===== config.mk =====
export PLATFORM = sky130hd
export DESIGN_NAME = multicycle_controller
export DESIGN_NICKNAME = d
export VERILOG_FILES = /design/src/rtl/multicycle_controller.sv
export SDC_FILE = /design/constraint.sdc
export NUM_CORES = 1
export LEC_CHECK = 0
export CORE_MARGIN = 2
export CORE_UTILIZATION = 34
export CTS_BUF_LIST = sky130_fd_sc_hd__clkbuf_2
export DETAILED_ROUTE_END_ITERATION = 7
export PLACE_DENSITY = 0.87
export SLEW_MARGIN = 10
export SYNTH_ARGS = -nofsm -noshare
export SYNTH_HDL_FRONTEND = slang
export SYNTH_SLANG_ARGS = --single-unit

===== constraint.sdc =====
create_clock -name clk -period 1.35 [get_ports clk]
set_input_delay 0.27 -clock clk [delete_from_list [all_inputs] [get_ports clk]]
set_output_delay 0.27 -clock clk [all_outputs]
set_load 0.05 [all_outputs]

===== src/rtl/multicycle_controller.sv =====
// Moore sequencer for the multicycle MIPS datapath: steps each instruction through
// fetch/decode/execute/memory/writeback and drives all datapath selects and enables.
module multicycle_controller (
  input  logic       clk,
  input  logic       rst_n,
  input  logic [5:0] op,
  input  logic [5:0] funct,
  input  logic       zero,
  input  logic       mem_ready,
  output logic       IorD,
  output logic       MemWrite,
  output logic       IRWrite,
  output logic       RegDst,
  output logic       MemtoReg,
  output logic       RegWrite,
  output logic       ALUSrcA,
  output logic [1:0] ALUSrcB,
  output logic [2:0] ALUControl,
  output logic [1:0] PCSrc,
  output logic       PCEn,
  output logic       illegal,
  output logic [3:0] state
);

  typedef enum logic [3:0] {
    S_FETCH    = 4'd0,
    S_DECODE   = 4'd1,
    S_MEMADR   = 4'd2,
    S_MEMREAD  = 4'd3,
    S_MEMWB    = 4'd4,
    S_MEMWRITE = 4'd5,
    S_EXECUTE  = 4'd6,
    S_ALUWB    = 4'd7,
    S_BRANCH   = 4'd8,
    S_ADDIEXEC = 4'd9,
    S_ADDIWB   = 4'd10,
    S_JUMP     = 4'd11
  } state_t;

  localparam logic [5:0] OP_RTYPE = 6'b000000;
  localparam logic [5:0] OP_J     = 6'b000010;
  localparam logic [5:0] OP_BEQ   = 6'b000100;
  localparam logic [5:0] OP_ADDI  = 6'b001000;
  localparam logic [5:0] OP_LW    = 6'b100011;
  localparam logic [5:0] OP_SW    = 6'b101011;

  localparam logic [2:0] ALU_ADD = 3'b010;
  localparam logic [2:0] ALU_SUB = 3'b110;
  localparam logic [2:0] ALU_AND = 3'b000;
  localparam logic [2:0] ALU_OR  = 3'b001;
  localparam logic [2:0] ALU_SLT = 3'b111;

  state_t state_q, state_d;
  logic   pcwrite, branch;

  // NOTE: sequential state uses non-blocking assignment so every flop samples pre-edge values.
  always_ff @(posedge clk or negedge rst_n) begin
    if (!rst_n) state_q <= S_FETCH;
    else        state_q <= state_d;
  end

  // NOTE: every output gets a default first, so no path through the case can infer a latch.
  always_comb begin
    state_d    = state_q;
    IorD       = 1'b0;
    MemWrite   = 1'b0;
    IRWrite    = 1'b0;
    RegDst     = 1'b0;
    MemtoReg   = 1'b0;
    RegWrite   = 1'b0;
    ALUSrcA    = 1'b0;
    ALUSrcB    = 2'b00;
    ALUControl = ALU_ADD;
    PCSrc      = 2'b00;
    illegal    = 1'b0;
    pcwrite    = 1'b0;
    branch     = 1'b0;

    case (state_q)
      S_FETCH: begin
        ALUSrcB = 2'b01;
        IRWrite = mem_ready;
        pcwrite = mem_ready;
        if (mem_ready) state_d = S_DECODE;
      end
      S_DECODE: begin
        ALUSrcB = 2'b11;
        case (op)
          OP_LW, OP_SW: state_d = S_MEMADR;
          OP_RTYPE:     state_d = S_EXECUTE;
          OP_BEQ:       state_d = S_BRANCH;
          OP_ADDI:      state_d = S_ADDIEXEC;
          OP_J:         state_d = S_JUMP;
          default: begin
            illegal = 1'b1;
            state_d = S_FETCH;
          end
        endcase
      end
      S_MEMADR: begin
        ALUSrcA = 1'b1;
        ALUSrcB = 2'b10;
        state_d = (op == OP_LW) ? S_MEMREAD : S_MEMWRITE;
      end
      S_MEMREAD: begin
        IorD = 1'b1;
        if (mem_ready) state_d = S_MEMWB;
      end
      S_MEMWB: begin
        MemtoReg = 1'b1;
        RegWrite = 1'b1;
        state_d  = S_FETCH;
      end
      S_MEMWRITE: begin
        IorD     = 1'b1;
        MemWrite = 1'b1;
        if (mem_ready) state_d = S_FETCH;
      end
      S_EXECUTE: begin
        ALUSrcA = 1'b1;
        state_d = S_ALUWB;
        case (funct)
          6'b100000: ALUControl = ALU_ADD;
          6'b100010: ALUControl = ALU_SUB;
          6'b100100: ALUControl = ALU_AND;
          6'b100101: ALUControl = ALU_OR;
          6'b101010: ALUControl = ALU_SLT;
          default: begin
            illegal = 1'b1;
            state_d = S_FETCH;
          end
        endcase
      end
      S_ALUWB: begin
        RegDst   = 1'b1;
        RegWrite = 1'b1;
        state_d  = S_FETCH;
      end
      S_BRANCH: begin
        ALUSrcA    = 1'b1;
        ALUControl = ALU_SUB;
        PCSrc      = 2'b01;
        branch     = 1'b1;
        state_d    = S_FETCH;
      end
      S_ADDIEXEC: begin
        ALUSrcA = 1'b1;
        ALUSrcB = 2'b10;
        state_d = S_ADDIWB;
      end
      S_ADDIWB: begin
        RegWrite = 1'b1;
        state_d  = S_FETCH;
      end
      S_JUMP: begin
        PCSrc   = 2'b10;
        pcwrite = 1'b1;
        state_d = S_FETCH;
      end
      default: state_d = S_FETCH;
    endcase

    PCEn = pcwrite | (branch & zero);

    // The register is already FETCH during reset; squash FETCH's mem_ready-driven enables too.
    if (!rst_n) begin
      IRWrite  = 1'b0;
      PCEn     = 1'b0;
      MemWrite = 1'b0;
      RegWrite = 1'b0;
      illegal  = 1'b0;
    end
  end

  assign state = state_q;

endmodule


==> results of run 1 <==
## through the flow
step | setup TNS [ps] | util, %
detailed placement | -5860 | 91.1
global placement | -4870 | 91.1
floorplan | -5640 | -
## kinds of logic after synthesis
group | share of synthesized area, %
flops | 16.6
buf+inv | 6.63
mux | 3.52
xor+xnor | 4.35
compound gates | 24.8
simple gates | 44.1
==> results.toml, run 1 <==
[status]
status = "did not finish"
lastStage = "4_1_cts"
flow.first_error = "[ERROR DPL-0038] Utilization greater than 100%, impossible to legalize"

[synthesis]
ys_types = 39
syn_area_per_cell_um2 = 7.19
yosysWarnings = 0
synth_sequential_area_ratio_pct = 16.6
synth.largest_area_cell = "dfrtp_1"
synth_area_leaders = "dfrtp_1, nor3_1, nor2_1, nor2b_1, o21ai_0"
ys_async_sr_fraction_pct = 100
synth.most_common_cell = "nor2_1"
netlist_instances = 84
synthesis.area_um2 = 604
syn_nets = 100
ys_top_cells_by_count = "nor2_1, nor3_1, nand2_1, o21ai_0"
ys.flop_type = "dfrtp_1"
synth-edff-count = 0
yosys.area.top_type_share_pct = 16.6
ys_ff_latch = 4

[die]
io_pins = 36
start_util_pct = 35.4
fp-row-count = 15
die_w_um = 46.2
die_y_um = 46.2

[cts]
post_cts_resized = 70
cts_made_buffers = 3
clockBufferDepth = 2
cts_htree_levels = 1
cts_setup_buffers = 18
cts_root_buf = "clkbuf_2"
clock-sinks = 4
hold_buffers = 0

[place]
placed_cell_area_mm2 = 0.00156
place.port_buffers = 35
finalWeightedCongestion = 0.902
dp_cells = 173
hpwlAfterDp_um = 2450
dp_slack_ps = -618
==> inputs of run 2 (changes only) <==
--- a/config.mk
+++ b/config.mk
@@ -5,11 +5,10 @@
 export SDC_FILE = /design/constraint.sdc
 export NUM_CORES = 1
 export LEC_CHECK = 0
-export CORE_MARGIN = 2
-export CORE_UTILIZATION = 34
-export CTS_BUF_LIST = sky130_fd_sc_hd__clkbuf_2
+export CORE_AREA = 2 2 63 65
 export DETAILED_ROUTE_END_ITERATION = 7
-export PLACE_DENSITY = 0.87
+export DIE_AREA = 0 0 65 67
+export PLACE_DENSITY_LB_ADDON = 0.15
 export SLEW_MARGIN = 10
 export SYNTH_ARGS = -nofsm -noshare
 export SYNTH_HDL_FRONTEND = slang
==> constraint.sdc (replaced) <==
create_clock -name clk -period 1.75 [get_ports clk]
set_input_delay 0.35 -clock clk [delete_from_list [all_inputs] [get_ports clk]]
set_output_delay 0.35 -clock clk [all_outputs]
set_load 0.05 [all_outputs]
==> run 2 against run 1 <==
The flow now finishes, with violations (setup timing). Synthesized cell count did not move. Synthesized area did not move.
==> results.toml, run 2 <==
[final_layout]
antenna_cells = 0
areaGrowthSynthToFinish_pct = 214
final_common_cell = "buf_4"
layout.nets = 190
final_cell_mix = "buf_4, buf_12, dlygate4sd2_1, buf_6"
drive_gt1_share_pct = 68.6
largest_register_ffs = 4

[global_routing]
antenna_found_initial = 0
grt_pass1_vias = 1005
grt-ovfl-total = 0
grtUsageTotal_pct = 13.2
grt_pass1_wl_um = 4500
grt_max_degree = 9

[worst_setup_path]
crit_arrival_ps = 1630
crit_cells = 5
critPathMaxStageDelay_ps = 480
cp_top_family = "simple AND/OR/NAND/NOR gates"
endpoint_kind = "output pin"
cp_max_fo = 3
cp_slowest_cell = "or4b_4"
crit_type = "flop to output pin"
crit-reg2reg-launch = "state[0]"
worstPathBufferInverterCount = 1
crit_path_start = "state[0]"
path_cells = "nand2b_4, nor2_4, nand2_2, or4b_4, buf_8"
reg2regPathDepth = 8
crit_path_start_kind = "flop"
crit_required_ps = 1400

[synthesis]
ys_types = 39
yosys.area.top_type_share_pct = 16.6
ys_async_sr_fraction_pct = 100
synth.most_common_cell = "nor2_1"
netlist_instances = 84
ys_top_cells_by_count = "nor2_1, nor3_1, nand2_1, o21ai_0"
synthesis.area_um2 = 604
synth-edff-count = 0
synth_area_leaders = "dfrtp_1, nor3_1, nor2_1, nor2b_1, o21ai_0"
synth.largest_area_cell = "dfrtp_1"
syn_area_per_cell_um2 = 7.19
ys.flop_type = "dfrtp_1"
ys_ff_latch = 4
yosysWarnings = 0
synth_sequential_area_ratio_pct = 16.6
syn_nets = 100

[place]
finalWeightedCongestion = 0.827
hpwlAfterDp_um = 2060
place.port_buffers = 35

[power_and_ir_drop]
finalPower_mw = 1.86
power_density_mw_per_mm2 = 977
p_leak_nw = 0.798
ir_worst_vdd_mv = 0.390

[routing]
via_count = 999
wl_per_cell_um = 12.3
first_pass_iters = 4
antenna_left = 0
via_per_inst = 4.54
routed_wl_um = 2710
drc = 0
drt_iter0_markers = 24

[hold_path]
hp-class = "primary input to asynchronous set/reset pin"

[cts]
clock-sinks = 4
hold_buffers = 0
clockBufferDepth = 2
cts_htree_levels = 1
cts_made_buffers = 3
cts_root_buf = "clkbuf_8"
cts_tree = "built"
clkLatencyLatePin_ps = 220
cts.clk_slew.worst_paths_ps = 30

[die]
dieArea_mm2 = 0.00436
die_w_um = 65
die_y_um = 67
fp-row-count = 22
core-area_mm2 = 0.00361
start_util_pct = 16.8
io_pins = 36

[sta]
fin_ws_ps = -229
fin_crit_sh_pct = 113
max_slew_margin_pct = 80.2
fin_setup_tns_ps = -1260
setup_viol = 11
drv_slew = 0
fin_crit_ps = 1980
tightest_slew_ps = 297
finalHoldViolCount = 0
fin_skew_ps = 2.27
rsz0062_at_grt = "yes"
fmax_ghz = 0.505

[status]
violations = "setup timing"
status = "complete, but fails checks"

[flow_run]
maxCapViolCount = 0
[run 2: cells by family after synthesis]
group / after synthesis / share of synthesized area [%]
AOI/OAI and AO/OA: 22 / 24.8
xor gates and xnor gates: 3 / 4.35
buffers and inverters: 7 / 6.63
DFF: 4 / 16.6
muxes: 2 / 3.52
and+or+nand+nor: 46 / 44.1
[run 2: worst paths after layout]
path | endpoint | slack, ps
max | ALUControl[1] | -230
min | state[0] | 380
max reg2reg | state[1] | -10
min reg2reg | state[1] | 690
max in group asynchronous | state[1] | 1250
min in group clk | state[1] | 690
[run 2: area by class of cell]
type                            instances  area (µm²)
Clock buffer                            3        41.3
Fill cell                             328        1710
Inverter                                3        13.8
Multi-Input combinational cell         73         698
Sequential cell                         4         105
Tap cell                               48        60.1
Timing Repair Buffer                   89         981
[run 2: through the flow]
step / instance area, µm² / setup slack, ps / hold WS (ps) / util [%] / cells
after floorplan: 732 / -285 / 54.4 / - / 84
after global placement: 1580 / -314 / 669 / 43.9 / 202
after detailed placement: 1580 / -342 / 674 / 43.9 / 202
after CTS: 1840 / -236 / 400 / 51.1 / 216
after global routing: 1900 / -272 / 424 / 52.7 / 220
final: 1900 / -229 / 383 / 52.7 / 220
[run 2: routing by layer]
| metal | share of wire (%) | GRT usage, % | up-vias |
|---|---|---|---|
| li1 | - | - | 497 |
| met1 | 40 | 14.8 | 469 |
| met2 | 55 | 25.3 | 33 |
| met3 | 5.2 | 2.70 | 0 |
| met4 | 0 | 3.19 | 0 |
| met5 | 0 | 0 | - |
[run 2: timing repair]
action | 4_1_cts | 5_1_grt
setup buffers | 12 | 4
endpoints found under the setup margin | 12 | 12
pin swaps | 13 | 12
gates resized for setup | 46 | 11
[run 2: where the power goes]
group	total, mW	switching [mW]	internal [mW]	leakage, nW
sequential	0.145	0.0282	0.116	0.0476
combinational	1.52	0.712	0.806	0.729
clock	0.192	0.0457	0.146	0.0216
Power figures use the tool's default switching activity.
==> inputs of run 3 (changes only) <==
--- a/config.mk
+++ b/config.mk
@@ -5,10 +5,13 @@
 export SDC_FILE = /design/constraint.sdc
 export NUM_CORES = 1
 export LEC_CHECK = 0
+export ABC_AREA = 1
 export CORE_AREA = 2 2 63 65
+export CTS_BUF_LIST = sky130_fd_sc_hd__clkbuf_8
 export DETAILED_ROUTE_END_ITERATION = 7
 export DIE_AREA = 0 0 65 67
 export PLACE_DENSITY_LB_ADDON = 0.15
+export SETUP_SLACK_MARGIN = 0.4
 export SLEW_MARGIN = 10
 export SYNTH_ARGS = -nofsm -noshare
 export SYNTH_HDL_FRONTEND = slang
==> run 3 against run 2 <==
The run still ends with setup timing left. Sequential power rose by 11%. Worst setup slack improved by 120 ps. Final area down 12%. Count of clock-buffer cells in the layout stayed put. Sequential cell count did not move. Critical path depth rose by 1. Fmax is 6.2% higher. Cell count is 7.3% higher. Critical endpoint is now illegal.
==> results.toml, run 3 <==
[routing]
via_count = 975
via_per_inst = 4.13
drt_iter0_markers = 25
routed_wl_um = 2390
drc = 0
first_pass_iters = 3
antenna_left = 0
wl_per_cell_um = 10.1

[synthesis]
synth_sequential_area_ratio_pct = 16.4
ys_types = 18
synth-adder-area-share_pct = 0
synth.most_common_cell = "nor2_1"
ys_ff_latch = 4
ys_async_sr_fraction_pct = 100
synth_compound_area_share_pct = 9.65
synth-edff-count = 0
yosys.area.top_type_share_pct = 17.9
ys_top_cells_by_count = "nor2_1, nand2_1, inv_1"
ys.flop_type = "dfrtp_1"
synth_top_family_by_area = "simple AND/OR/NAND/NOR gates"
yosysWarnings = 0
synthesis.area_um2 = 609
yosys.area_share.simple_pct = 57.3
syn_nets = 135
syn_area_per_cell_um2 = 5.12
synth_xor_area_share_pct = 0
netlist_instances = 119
synth.largest_area_cell = "nor2_1"
synthMuxAreaShare_pct = 0
synth_area_leaders = "nor2_1, dfrtp_1, nand2_1, inv_1, nand3_1"

[status]
status = "complete, but fails checks"
violations = "setup timing"

[sta]
fin_crit_ps = 1860
rsz0062_at_grt = "yes"
fin_crit_sh_pct = 106
setup_viol = 8
fmax_ghz = 0.537
drv_slew = 0
max_slew_margin_pct = 84.4
finalHoldViolCount = 0
fin_skew_ps = 0.793
tightest_slew_ps = 234
fin_ws_ps = -113

[final_layout]
areaGrowthSynthToFinish_pct = 175
multi_input_area_um2 = 619
post_layout_nonfiller_instances = 236
fillers = 377
final_common_cell = "buf_4"
antenna_cells = 0
drive_gt1_share_pct = 58.5
final_cell_mix = "buf_4, nand2_1, buf_12, nor2_1, inv_1"
largest_register_ffs = 4
layout.nets = 206
area.sequential_um2 = 105

[place]
place.port_buffers = 35
hpwlAfterDp_um = 1890
dp_cells = 216
finalWeightedCongestion = 0.859

[cts]
hold_buffers = 0
cts_htree_levels = 1
clkLatencyLatePin_ps = 220
cts_root_buf = "clkbuf_8"
cts_made_buffers = 3
clockBufferDepth = 2
clock-sinks = 4
cts_tree = "built"
cts.clk_slew.worst_paths_ps = 30

[worst_setup_path]
cp_slowest_cell = "dfrtp_2"
crit_path_end = "illegal"
crit_type = "flop to output pin"
crit_required_ps = 1400
crit_path_start_kind = "flop"
crit_arrival_ps = 1510
path_cells = "nor2_4, nand2_2, inv_1, nand3_2, a21oi_4, buf_12"
crit-reg2reg-launch = "state[1]"
reg2regPathDepth = 7
critPathMaxStageDelay_ps = 470
reg2reg_slack_ps = 370
endpoint_kind = "output pin"
r2r_end = "state[2]"
cp_max_fo = 5
crit_path_start = "state[1]"

[die]
die_y_um = 67
core-area_mm2 = 0.00361
io_pins = 36
start_util_pct = 16.9
die_w_um = 65
dieArea_mm2 = 0.00436
fp-row-count = 22

[power_and_ir_drop]
finalPower_mw = 1.61
power_density_mw_per_mm2 = 959
p_leak_nw = 0.797
ir_worst_vdd_mv = 0.549

[global_routing]
grtUsageTotal_pct = 12.0
grt_max_degree = 6
grt-ovfl-total = 0
grt_pass1_vias = 962
antenna_found_initial = 0
grt_pass1_wl_um = 4030

[hold_path]
hp-class = "primary input to asynchronous set/reset pin"

[flow_run]
maxCapViolCount = 0
==> run 3: per-layer routing <==
metal  vias up  part of all wire [%]  global-route usage, %
met1       441                    42                   13.6
met4         0                  0.33                   2.39
met2        24                    52                   22.2
met3         2                   5.7                   3.55
li1        508                     -                      -
met5         -                     0                      0
==> run 3: kinds of logic after synthesis <==
family          after synthesis
compound gates                9
buf+inv                      27
flops                         4
simple gates                 79
==> run 3: worst min-delay path by stage <==
| stage | startpoint | endpoint | slack, ps |
|---|---|---|---|
| detailed placement | rst_n | state[1] | 680 |
| global placement | rst_n | state[3] | 670 |
| floorplan | rst_n | state[0] | 50 |
| finish | rst_n | state[1] | 250 |
| global route | rst_n | state[0] | 260 |
| CTS | rst_n | state[0] | 250 |
==> run 3: critical path, delay by kind of cell, from the launching register on <==
family                 cells  cell delay (ps)
DFF                        1              470
and+or+nand+nor            3              390
buffers and inverters      2              240
AOI/OAI and AO/OA          1              190
==> run 3: final cells by class <==
type | instances | share of cell area (%)
multi-input cells | 88 | 37.0
flip-flops and latches | 4 | 6.28
clock buffers | 3 | 2.47
repair buffers | 66 | 44.1
inverters | 27 | 6.58
well taps | 48 | 3.59
==> run 3: per-stage QoR <==
| stage | setup slack (ps) | utilization (%) | hold slack [ps] | setup TNS (ps) | instance area (µm²) |
|---|---|---|---|---|---|
| 2_1_floorplan | -183 | - | 54.4 | -575 | 753 |
| 3_3_place_gp | -319 | 39.0 | 670 | -806 | 1410 |
| 3_5_place_dp | -367 | 39.0 | 676 | -966 | 1410 |
| 4_1_cts | -102 | 44.8 | 252 | -435 | 1610 |
| 5_1_grt | -181 | 46.4 | 260 | -1230 | 1670 |
| 6_report | -113 | 46.4 | 251 | -421 | 1670 |
==> run 3: repair_timing <==
item                                    CTS  global route
endpoints found under the setup margin   20            20
gates resized for setup                  36            12
pin swaps                                20             7
setup buffers                            13             4
==> run 3: power by group <==
group          internal (mW)  switching (mW)  leakage [nW]  total, mW
combinational          0.547           0.703         0.728       1.25
clock                  0.147          0.0484        0.0216      0.195
sequential             0.119          0.0413        0.0476      0.161
